<file path="src/rtl/rapids_pkg.sv">
// Shared fetch-path types, widths and address helpers.
package rapids_pkg;

  localparam int unsigned INSTR_W = 32;
  localparam int unsigned ADDR_W  = 32;
  localparam logic [INSTR_W-1:0] NOP_WORD = 32'h0;

  typedef enum logic [1:0] {
    IDLE    = 2'd0,
    BUSY    = 2'd1,
    DISCARD = 2'd2
  } fetch_state_t;

  // One prefetch slot: returned word, its address and a fault marker.
  typedef struct packed {
    logic [INSTR_W-1:0] data;
    logic [ADDR_W-1:0]  addr;
    logic               segv;
  } fetch_entry_t;

  // Word aligned and inside [base, limit); the single subtraction also rejects a < base.
  function automatic logic fetch_ok(input logic [ADDR_W-1:0] a,
                                    input logic [ADDR_W-1:0] base,
                                    input logic [ADDR_W-1:0] limit);
    return (a[1:0] == 2'b00) && ((a - base) < (limit - base));
  endfunction

endpackage

</file>
<file path="src/rtl/instr_fetch_if.sv">
// Instruction-supply and instruction-memory signals of the fetch front end.
interface instr_fetch_if;
  import rapids_pkg::*;

  logic               pc_inc;
  logic               redirect;
  logic [ADDR_W-1:0]  redirect_pc;
  logic [INSTR_W-1:0] instruction;
  logic               wait_instr;
  logic               instr_segv;
  logic [ADDR_W-1:0]  pc;
  logic               mem_req;
  logic [ADDR_W-1:0]  mem_addr;
  logic               mem_ack;
  logic [INSTR_W-1:0] mem_rdata;
  logic               mem_fault;

  // Fetch unit side.
  modport master (
    input  pc_inc, redirect, redirect_pc, mem_ack, mem_rdata, mem_fault,
    output instruction, wait_instr, instr_segv, pc, mem_req, mem_addr
  );

  // Consumer / memory side.
  modport slave (
    output pc_inc, redirect, redirect_pc, mem_ack, mem_rdata, mem_fault,
    input  instruction, wait_instr, instr_segv, pc, mem_req, mem_addr
  );
endinterface

</file>
<file path="src/rtl/fetch_fifo.sv">
// Small synchronous FIFO with flush; flush wins over push and pop.
module fetch_fifo #(
  parameter int unsigned DEPTH = 2,
  parameter int unsigned WIDTH = 8
) (
  input  logic                   clk,
  input  logic                   rst,
  input  logic                   push,
  input  logic [WIDTH-1:0]       wr_data,
  input  logic                   pop,
  input  logic                   flush,
  output logic [WIDTH-1:0]       rd_data,
  output logic [$clog2(DEPTH):0] count
);

  localparam int unsigned AW = $clog2(DEPTH);
  localparam int unsigned CW = AW + 1;

  logic [WIDTH-1:0] mem_q [DEPTH];
  logic [AW-1:0]    wr_ptr_q, wr_ptr_d;
  logic [AW-1:0]    rd_ptr_q, rd_ptr_d;
  logic [CW-1:0]    count_q, count_d;
  logic             do_push, do_pop;

  // Pointer and occupancy update; a pop frees a slot for a same-cycle push.
  always_comb begin
    do_pop   = pop && (count_q != '0);
    do_push  = push && ((count_q != CW'(DEPTH)) || do_pop);
    wr_ptr_d = wr_ptr_q;
    rd_ptr_d = rd_ptr_q;
    count_d  = count_q;
    if (flush) begin
      wr_ptr_d = '0;
      rd_ptr_d = '0;
      count_d  = '0;
    end else begin
      if (do_push) wr_ptr_d = wr_ptr_q + AW'(1);
      if (do_pop)  rd_ptr_d = rd_ptr_q + AW'(1);
      count_d = count_q + CW'(do_push) - CW'(do_pop);
    end
  end

  // Pointer/count state.
  always_ff @(posedge clk or posedge rst) begin
    if (rst) begin
      wr_ptr_q <= '0;
      rd_ptr_q <= '0;
      count_q  <= '0;
    end else begin
      wr_ptr_q <= wr_ptr_d;
      rd_ptr_q <= rd_ptr_d;
      count_q  <= count_d;
    end
  end

  // Storage; contents are only observed through a nonzero count.
  always_ff @(posedge clk) begin
    if (do_push && !flush) mem_q[wr_ptr_q] <= wr_data;
  end

  assign rd_data = mem_q[rd_ptr_q];
  assign count   = count_q;

endmodule

</file>
<file path="src/rtl/instr_fetch.sv">
// Instruction-fetch front end: fetch PC, single-outstanding memory reads, prefetch buffer.
module instr_fetch
  import rapids_pkg::*;
#(
  parameter int unsigned       DEPTH      = 2,
  parameter logic [ADDR_W-1:0] RESET_PC   = 32'h0000_0000,
  parameter logic [ADDR_W-1:0] TEXT_BASE  = 32'h0000_0000,
  parameter logic [ADDR_W-1:0] TEXT_LIMIT = 32'h0001_0000
) (
  input logic          clk,
  input logic          rst,
  instr_fetch_if.master bus
);

  localparam int unsigned CW = $clog2(DEPTH) + 1;
  localparam int unsigned EW = $bits(fetch_entry_t);

  fetch_state_t      state_q, state_d;
  logic [ADDR_W-1:0] fetch_pc_q, fetch_pc_d;
  logic [ADDR_W-1:0] mem_addr_q, mem_addr_d;
  logic              mem_req_q, mem_req_d;
  logic              halted_q, halted_d;

  logic              push, pop, head_valid;
  fetch_entry_t      push_entry, head;
  logic [EW-1:0]     head_bits;
  logic [CW-1:0]     count_w;

  fetch_fifo #(
    .DEPTH (DEPTH),
    .WIDTH (EW)
  ) u_fifo (
    .clk     (clk),
    .rst     (rst),
    .push    (push),
    .wr_data (push_entry),
    .pop     (pop),
    .flush   (bus.redirect),
    .rd_data (head_bits),
    .count   (count_w)
  );

  assign head       = fetch_entry_t'(head_bits);
  assign head_valid = (count_w != '0);

  // Head presentation; an empty buffer shows the address being fetched.
  assign bus.wait_instr  = !head_valid;
  assign bus.instr_segv  = head_valid && head.segv;
  assign bus.instruction = head_valid ? head.data : NOP_WORD;
  assign bus.pc          = head_valid ? head.addr : fetch_pc_q;
  assign bus.mem_req     = mem_req_q;
  assign bus.mem_addr    = mem_addr_q;

  // A faulting head is sticky; only a redirect removes it.
  assign pop = bus.pc_inc && head_valid && !head.segv && !bus.redirect;

  // Fetch sequencing: issue, collect, fault handling and redirect.
  always_comb begin
    state_d    = state_q;
    fetch_pc_d = fetch_pc_q;
    mem_addr_d = mem_addr_q;
    mem_req_d  = mem_req_q;
    halted_d   = halted_q;
    push       = 1'b0;
    push_entry = '0;

    if (bus.redirect) begin
      fetch_pc_d = bus.redirect_pc;
      halted_d   = 1'b0;
      if ((state_q == BUSY || state_q == DISCARD) && !bus.mem_ack) begin
        state_d = DISCARD;
      end else begin
        state_d   = IDLE;
        mem_req_d = 1'b0;
      end
    end else begin
      unique case (state_q)
        IDLE: begin
          if ((count_w < CW'(DEPTH)) && !halted_q) begin
            if (fetch_ok(fetch_pc_q, TEXT_BASE, TEXT_LIMIT)) begin
              state_d    = BUSY;
              mem_req_d  = 1'b1;
              mem_addr_d = fetch_pc_q;
            end else begin
              push       = 1'b1;
              push_entry = '{data: NOP_WORD, addr: fetch_pc_q, segv: 1'b1};
              halted_d   = 1'b1;
            end
          end
        end
        BUSY: begin
          if (bus.mem_ack) begin
            push       = 1'b1;
            push_entry = '{data: bus.mem_rdata, addr: fetch_pc_q, segv: bus.mem_fault};
            fetch_pc_d = fetch_pc_q + ADDR_W'(4);
            halted_d   = bus.mem_fault;
            state_d    = IDLE;
            mem_req_d  = 1'b0;
          end
        end
        DISCARD: begin
          if (bus.mem_ack) begin
            state_d   = IDLE;
            mem_req_d = 1'b0;
          end
        end
        default: begin
          state_d   = IDLE;
          mem_req_d = 1'b0;
        end
      endcase
    end
  end

  // Fetch control state.
  always_ff @(posedge clk or posedge rst) begin
    if (rst) begin
      state_q    <= IDLE;
      fetch_pc_q <= RESET_PC;
      mem_addr_q <= RESET_PC;
      mem_req_q  <= 1'b0;
      halted_q   <= 1'b0;
    end else begin
      state_q    <= state_d;
      fetch_pc_q <= fetch_pc_d;
      mem_addr_q <= mem_addr_d;
      mem_req_q  <= mem_req_d;
      halted_q   <= halted_d;
    end
  end

endmodule

</file>
<file path="src/flat_wrapper.sv">
// flat-port wrapper written by rule: the top's interface ports become plain ports
module instr_fetch_flat import rapids_pkg::*;
#(
  parameter int unsigned       DEPTH      = 2,
  parameter logic [ADDR_W-1:0] RESET_PC   = 32'h0000_0000,
  parameter logic [ADDR_W-1:0] TEXT_BASE  = 32'h0000_0000,
  parameter logic [ADDR_W-1:0] TEXT_LIMIT = 32'h0001_0000
)
  (clk, rst, bus_pc_inc, bus_redirect, bus_redirect_pc, bus_mem_ack, bus_mem_rdata, bus_mem_fault, bus_instruction, bus_wait_instr, bus_instr_segv, bus_pc, bus_mem_req, bus_mem_addr);
  instr_fetch_if bus_i ();
  input logic clk;
  input logic rst;
  input wire logic [$bits(bus_i.pc_inc)-1:0] bus_pc_inc;
  input wire logic [$bits(bus_i.redirect)-1:0] bus_redirect;
  input wire logic [$bits(bus_i.redirect_pc)-1:0] bus_redirect_pc;
  input wire logic [$bits(bus_i.mem_ack)-1:0] bus_mem_ack;
  input wire logic [$bits(bus_i.mem_rdata)-1:0] bus_mem_rdata;
  input wire logic [$bits(bus_i.mem_fault)-1:0] bus_mem_fault;
  output wire logic [$bits(bus_i.instruction)-1:0] bus_instruction;
  output wire logic [$bits(bus_i.wait_instr)-1:0] bus_wait_instr;
  output wire logic [$bits(bus_i.instr_segv)-1:0] bus_instr_segv;
  output wire logic [$bits(bus_i.pc)-1:0] bus_pc;
  output wire logic [$bits(bus_i.mem_req)-1:0] bus_mem_req;
  output wire logic [$bits(bus_i.mem_addr)-1:0] bus_mem_addr;
  assign bus_i.pc_inc = bus_pc_inc;
  assign bus_i.redirect = bus_redirect;
  assign bus_i.redirect_pc = bus_redirect_pc;
  assign bus_i.mem_ack = bus_mem_ack;
  assign bus_i.mem_rdata = bus_mem_rdata;
  assign bus_i.mem_fault = bus_mem_fault;
  assign bus_instruction = bus_i.instruction;
  assign bus_wait_instr = bus_i.wait_instr;
  assign bus_instr_segv = bus_i.instr_segv;
  assign bus_pc = bus_i.pc;
  assign bus_mem_req = bus_i.mem_req;
  assign bus_mem_addr = bus_i.mem_addr;
  instr_fetch #(.DEPTH(DEPTH), .RESET_PC(RESET_PC), .TEXT_BASE(TEXT_BASE), .TEXT_LIMIT(TEXT_LIMIT)) u_core (.clk(clk), .rst(rst), .bus(bus_i));
endmodule
</file>
<file path="config.mk">
export PLATFORM = sky130hd
export DESIGN_NAME = instr_fetch_flat
export DESIGN_NICKNAME = d
export VERILOG_FILES = /design/src/rtl/rapids_pkg.sv /design/src/rtl/instr_fetch_if.sv /design/src/rtl/fetch_fifo.sv /design/src/rtl/instr_fetch.sv /design/src/flat_wrapper.sv
export SDC_FILE = /design/constraint.sdc
export NUM_CORES = 1
export LEC_CHECK = 0
export CORE_MARGIN = 3
export CORE_UTILIZATION = 40
export CTS_CLUSTER_SIZE = 24
export DETAILED_ROUTE_END_ITERATION = 8
export HOLD_SLACK_MARGIN = 0.06
export PLACE_DENSITY = 0.75
export SETUP_SLACK_MARGIN = 0.02
export SYNTH_ARGS = -nofsm -noshare
export SYNTH_HDL_FRONTEND = slang
export SYNTH_HIERARCHICAL = 1
export SYNTH_SLANG_ARGS = --single-unit
</file>
<file path="constraint.sdc">
create_clock -name clk -period 17.8 [get_ports clk]
set_input_delay 2.67 -clock clk [delete_from_list [all_inputs] [get_ports clk]]
set_output_delay 2.67 -clock clk [all_outputs]
set_load 0.01 [all_outputs]
</file>
=== Word-level counts from Yosys, hierarchy flattened ===
Memories as Yosys holds them, arrays and structs flattened.
Index checks and enable logic that the tools add are counted.

* Add/subtract/negate cells: 5
* $lt $le $gt $ge: 2
* Equal/unequal tests: 9
* Mux-type cells: 39
* Bitwise operators: 1
* Reductions and logical operators: 31

{| class="wikitable"
|+ Operators by type and width
! operator !! number
|-
| 65-bit 2-to-1 mux || 3
|-
| 32-bit 2-to-1 mux || 5
|-
| 65-bit case mux with 2 select lines || 1
|-
| 33-bit 2-to-1 mux || 1
|-
| 32-bit by 3-bit adder with 32-bit output (second input constant) || 1
|-
| 32-bit by 17-bit less-than comparator with 1-bit output (second input constant) || 1
|-
| 1-bit 2-to-1 mux || 19
|-
| 2-bit 2-to-1 mux || 6
|-
| 4-bit AND reduction || 3
|-
| 1-bit logical AND || 10
|-
| 2-bit nonzero test || 5
|-
| 3-bit by 2-bit inequality test with 1-bit output (second input constant) || 2
|-
| 3-bit inequality test (second input constant) || 2
|-
| 1-bit case mux with 2 select lines || 3
|-
| 1-bit logical NOT || 5
|-
| 2-bit logical NOT || 2
|-
| 2-bit inequality test (second input constant) || 2
|-
| 2-bit case mux with 2 select lines || 1
|-
| 3-bit by 1-bit inequality test with 1-bit output (second input constant) || 1
|-
| 3-bit AND reduction || 1
|-
| 3-bit nonzero test || 1
|-
| 1-bit adder (second input constant) || 2
|-
| 2-bit by 1-bit adder with 2-bit output || 1
|-
| 2-bit by 1-bit == test with 1-bit output (second input constant) || 1
|-
| 7 further kinds || 8
|}

* Register bits after elaboration: 72
* Bits in writable memories: 130
* Memories: 1

{| class="wikitable"
|+ Memories
! name !! depth !! width !! rd ports !! clocked after Yosys merged registers in !! wr ports !! RTL line !! RTL
|-
| u_core.u_fifo.mem_q || 2 || 65 || 1 || 0 || 1 || fetch_fifo.sv:19 || <nowiki>logic [WIDTH-1:0] mem_q [DEPTH];</nowiki>
|}

=== Longest topological paths before layout ===
* Word-level depth: 10
* Mapped depth: 13
* Depth with buffers taken out: 12

=== Modules after synthesis ===
Netlist, hierarchy kept.

{| class="wikitable"
|+ By module, submodules not included
! module !! instances !! cells an instance !! area each (µm²) !! seq. area each (µm²)
|-
| fetch_fifo || 1 || 224 || 4923.5 || 4003.8
|-
| instr_fetch || 1 || 475 || 4395.5 || 1701.6
|}

=== Least setup slack after synthesis ===
OpenSTA, ideal clock, no wires.

* Path type: input to register
* Start point: in bus_redirect
* End point: mem u_core/u_fifo/mem_q[1][0] in the netlist's numbering (enable)
* Arrival time: 8470 ps
* Required time: 17217 ps
* Path slack: 8747 ps
* Cell stages on the path: 5
* Cells stage by stage: clkbuf_1 clkbuf_1 nor4b_1 o31ai_4 nor3b_1

* Longest elaborated chain between the ends: 8
* Elaborated cells between the ends (all ways): 9
* Those cells by class: 3 x mux; 6 x reduce/logical

{| class="wikitable"
|+ Ends and longest elaborated chain
! what !! RTL line !! RTL
|-
| start, declared || flat_wrapper.sv:14 || <nowiki>input wire logic [$bits(bus_i.redirect)-1:0] bus_redirect;</nowiki>
|-
| 1-bit logical NOT || instr_fetch.sv:55 || <nowiki>assign pop = bus.pc_inc && head_valid && !head.segv && !bus.redirect;</nowiki>
|-
| 1-bit logical AND || instr_fetch.sv:55 ||
|-
| via u_core.pop || instr_fetch.sv:24 || <nowiki>logic push, pop, head_valid;</nowiki>
|-
| 1-bit logical AND || fetch_fifo.sv:27 || <nowiki>do_pop = pop && (count_q != '0);</nowiki>
|-
| 1-bit logical OR || fetch_fifo.sv:28 || <nowiki>do_push = push && ((count_q != CW'(DEPTH)) || do_pop);</nowiki>
|-
| 1-bit logical AND || fetch_fifo.sv:28 ||
|-
| 1-bit logical AND || fetch_fifo.sv:58 || <nowiki>if (do_push && !flush) mem_q[wr_ptr_q] <= wr_data;</nowiki>
|-
| 1-bit 2-to-1 mux || fetch_fifo.sv:58 ||
|-
| 1-bit 2-to-1 mux (implied by the code) || fetch_fifo.sv:58 ||
|-
| end, declared || fetch_fifo.sv:19 ||
|}

The timed path passes the listed nets, and every way through them passes these cells.

==> metrics.txt <==
reg2reg start u_core/u_fifo/rd_ptr_q$_DFFE_PP0P_; quantity of hold-fixing buffers added after cts 0; final period demand of the worst path 5.82 ns; critical path launch point type flip-flop; biggest area contributors in the synthesized netlist sky130_fd_sc_hd__edfxtp_1 42%, sky130_fd_sc_hd__dfrtp_1 19%, sky130_fd_sc_hd__mux2_2 13%; Max H-tree Level 1; run status finished, final reports clean; number of warnings printed during yosys synthesis 6; Post-Syn Instances 699; die boundary height 159 µm; worst setup path category flip-flop to output port; worst relative slew slack 0.288; total global-route track usage 0.173; setup fix buffers added after clock tree synthesis 0; transition at the pin with the smallest max-transition slack 1.07 ns; utilization after layout 0.524; Worst R2R End u_core/u_fifo/mem_q[1][8]$_DFFE_PP_; leakage component of the power 0.00436 µW; sw power 270 µW; clock latency reported for the late side of the worst-skew pair 0.50 ns; ordered cell list for the critical path buf_4 -> mux2_2 -> mux2_2 -> clkdlybuf4s50_1; delay of the slowest critical-path stage 0.87 ns; number of max-cap violations 0; class of the worst hold path flip-flop to flip-flop; Post-synth top flop sky130_fd_sc_hd__edfxtp_1; Largest delay share family, worst path buffers and inverters; proportion of layout cells with a drive suffix above 1 0.194; share of Yosys cell area claimed by the top area cell type 0.419; DRC violation count after routing 0; portion of the post-synthesis area used by sequential elements 0.612; total of cells resized after clock tree synthesis 0; Post-synth EDFFs 130; number of distinct library cells after synthesis 47; Critical Path Source u_core/u_fifo/rd_ptr_q$_DFFE_PP0P_; Slew Viols, Final 0; worst setup path end bus_pc[27]; vias in the first global route 6284; skew final 0.0106 ns; area growth from synthesis to final layout 28.1%; post-detailed-route wirelength per cell 18.7 µm; Setup Total Neg Slack 0 ns; internal reg-to-reg setup slack 14.02 ns; IR drop worst, VDD 0.0545 mV; number of primary I/O pins 169; synthesized area per cell 13.3 µm²; most prevalent standard cell on the critical path sky130_fd_sc_hd__mux2_2; unrepaired setup endpoints after global routing no; power per standard cell area 94.9 mW/mm²; total number of vias 6238; clock-pin transition on the worst setup and hold timing paths 0.06 ns; Hold Vio Cnt, Final 0; fin crit share 0.327; horizontal die dimension 159 µm; register bit count reported by yosys 202; post-detail-place hpwl 14500 µm; initial drt markers 447; mapped cell area 0.00932 mm²; maximum frequency from static timing analysis 172 MHz; worst path arrival time 3.15 ns; standard cell with the maximum stage delay on the critical path sky130_fd_sc_hd__dfrtp_2; clock tree buffer depth 3; clock network power share 0.376; internal cell power 863 µW; Placer Congestion 0.809; largest net degree at the start of global routing 69; sort of element at the end of the critical path output port; number of vias per cell after detailed routing 5.26; fraction of power consumed by sequential logic 0.474; share of synthesized registers carrying an async set or reset 0.356; area of the core 0.0228 mm²; Yosys top cell by area sky130_fd_sc_hd__edfxtp_1; depth of the critical timing path with buffers and inverters included 4; net switching fraction of the power 0.238; combinational fraction of design power 0.150; antenna violations before repair 2; Total Nets Final 931; Crit path required time 15.13 ns; syn nets 774; clock tree from TritonCTS yes; cts bufs inserted 22; gr ovfl total 0; Site Rows 55; sinks on the clock net 202; Antenna Nets Post-Route 0; cell depth of the worst flop-to-flop path 6; Clock Tree Root sky130_fd_sc_hd__clkbuf_16; overall routed net length 22200 µm; count of port buffers added during placement 168; critical path fanouts, max 34; number of iterations in the first detailed-routing pass 5; count of buffering cells on the critical path with inverters included 2; initial core utilization 0.409; Die ar. 0.0252 mm²; wire length of the first global-routing pass 34500 µm; number of endpoints failing setup at the final stage 0; number of inserted diodes 0
[metrics by stage]
stage | hold WS [ns] | power, µW | instance area, µm² | std cells | setup slack [ns]
finish | 0.497 | 1130 | 11900 | 1185 | 11.98
global route | 0.511 | 1180 | 11900 | 1185 | 11.86
CTS | 0.501 | 1140 | 11900 | 1185 | 11.95
detailed placement | 0.488 | 718 | 11300 | 1145 | 12.47
global placement | 0.480 | 716 | 11300 | 1145 | 12.51
floorplan | 0.474 | 629 | 9320 | 699 | 8.75
[routing by layer]
metal | up-vias | GRT usage | part of all wire
met3 | 33 | 0.0506 | 0.085
li1 | 2897 | - | -
met1 | 3059 | 0.239 | 0.44
met5 | - | 0 | 0.0012
met2 | 245 | 0.274 | 0.46
met4 | 4 | 0.0332 | 0.015
[final cells by class]
cell class / instances / area, µm²
clock inverter: 3 / 18.8
clock buffer: 37 / 658
inverter: 9 / 33.8
sequential: 202 / 5710
tap: 313 / 392
fill: 1943 / 10800
multi-input combinational: 441 / 3360
timing repair buffer: 180 / 1770
[how the worst min path moves through the flow]
stage | startpoint | to | slack [ns] | depth (start not counted)
after floorplan | u_core/fetch_pc_q[0]$_DFFE_PP0P_ | u_core/fetch_pc_q[0]$_DFFE_PP0P_ | 0.47 | 2
after global placement | u_core/bus.mem_addr[31]$_DFFE_PP0P_ | u_core/bus.mem_addr[31]$_DFFE_PP0P_ | 0.48 | 1
after detailed placement | u_core/bus.mem_addr[30]$_DFFE_PP0P_ | u_core/bus.mem_addr[30]$_DFFE_PP0P_ | 0.49 | 1
after CTS | u_core/bus.mem_addr[30]$_DFFE_PP0P_ | u_core/bus.mem_addr[30]$_DFFE_PP0P_ | 0.50 | 1
after global routing | u_core/bus.mem_addr[31]$_DFFE_PP0P_ | u_core/bus.mem_addr[31]$_DFFE_PP0P_ | 0.51 | 1
final | u_core/bus.mem_addr[30]$_DFFE_PP0P_ | u_core/bus.mem_addr[30]$_DFFE_PP0P_ | 0.50 | 1
[cells in the final DEF, fill, tap and decap left out, types with 2 or more instances in the layout]
cell type                         instances
sky130_fd_sc_hd__or3_1                    6
sky130_fd_sc_hd__and2_1                  35
sky130_fd_sc_hd__ha_1                     5
sky130_fd_sc_hd__o211ai_1                 2
sky130_fd_sc_hd__nor3_2                   2
sky130_fd_sc_hd__o22a_1                   2
sky130_fd_sc_hd__and4_1                   3
sky130_fd_sc_hd__and3_1                   2
sky130_fd_sc_hd__nor2b_1                 55
sky130_fd_sc_hd__clkdlybuf4s50_1        168
sky130_fd_sc_hd__buf_4                   12
sky130_fd_sc_hd__mux2_2                 111
sky130_fd_sc_hd__xnor2_1                  2
sky130_fd_sc_hd__nand3_1                 17
sky130_fd_sc_hd__nor4_1                   4
sky130_fd_sc_hd__o21ai_0                 17
sky130_fd_sc_hd__a21oi_1                  2
sky130_fd_sc_hd__clkbuf_8                 3
sky130_fd_sc_hd__nor2_1                  25
sky130_fd_sc_hd__nand2_1                 31
sky130_fd_sc_hd__clkbuf_1                11
sky130_fd_sc_hd__a21boi_0                30
sky130_fd_sc_hd__o31ai_1                 13
sky130_fd_sc_hd__or4_1                   16
sky130_fd_sc_hd__xor2_1                  11
sky130_fd_sc_hd__clkinv_2                 2
sky130_fd_sc_hd__clkbuf_16               23
sky130_fd_sc_hd__inv_1                    7
sky130_fd_sc_hd__dfrtp_1                 71
sky130_fd_sc_hd__edfxtp_1               130
sky130_fd_sc_hd__inv_2                    2
sky130_fd_sc_hd__nand4_1                 12
sky130_fd_sc_hd__a31oi_1                 19
[cell usage after synthesis, drive strengths merged, types with 3 or more instances]
master and number:
a21boi 30, a31oi 19, and2 35, and4 4, buf 18, clkbuf 29
dfrtp 72, edfxtp 130, ha 5, inv 9, mux2 112, nand2 31
nand3 17, nand4 13, nor2 27, nor2b 55, nor3 3, nor4 4
o21ai 17, o31ai 14, or3 6, or4 18, xor2 11
[state kept, by name (all words and copies together) (netlist names)]
signal / cells
u_core/u_fifo/rd_ptr_q: 1
u_core/bus.mem_addr: 32
u_core/halted_q: 1
u_core/state_q: 2
u_core/u_fifo/wr_ptr_q: 1
u_core/u_fifo/mem_q: 130
u_core/u_fifo/count: 2
u_core/fetch_pc_q: 32
u_core/bus.mem_req: 1
[cells by family after synthesis]
kind of cell / share of synthesized area
buf+inv: 0.0302
simple gates: 0.134
flops: 0.612
xor+xnor: 0.0122
fa+ha+maj: 0.00671
mux: 0.137
compound gates: 0.0677
[power by group through the flow]
stage	combinational [µW]	clock (µW)	sequential, µW
2_1_floorplan	90.0	0	539
3_3_place_gp	171	0	546
3_5_place_dp	172	0	547
4_1_cts	173	434	537
5_1_grt	184	454	540
6_report	170	426	537
(Power assumes the default switching activity.)
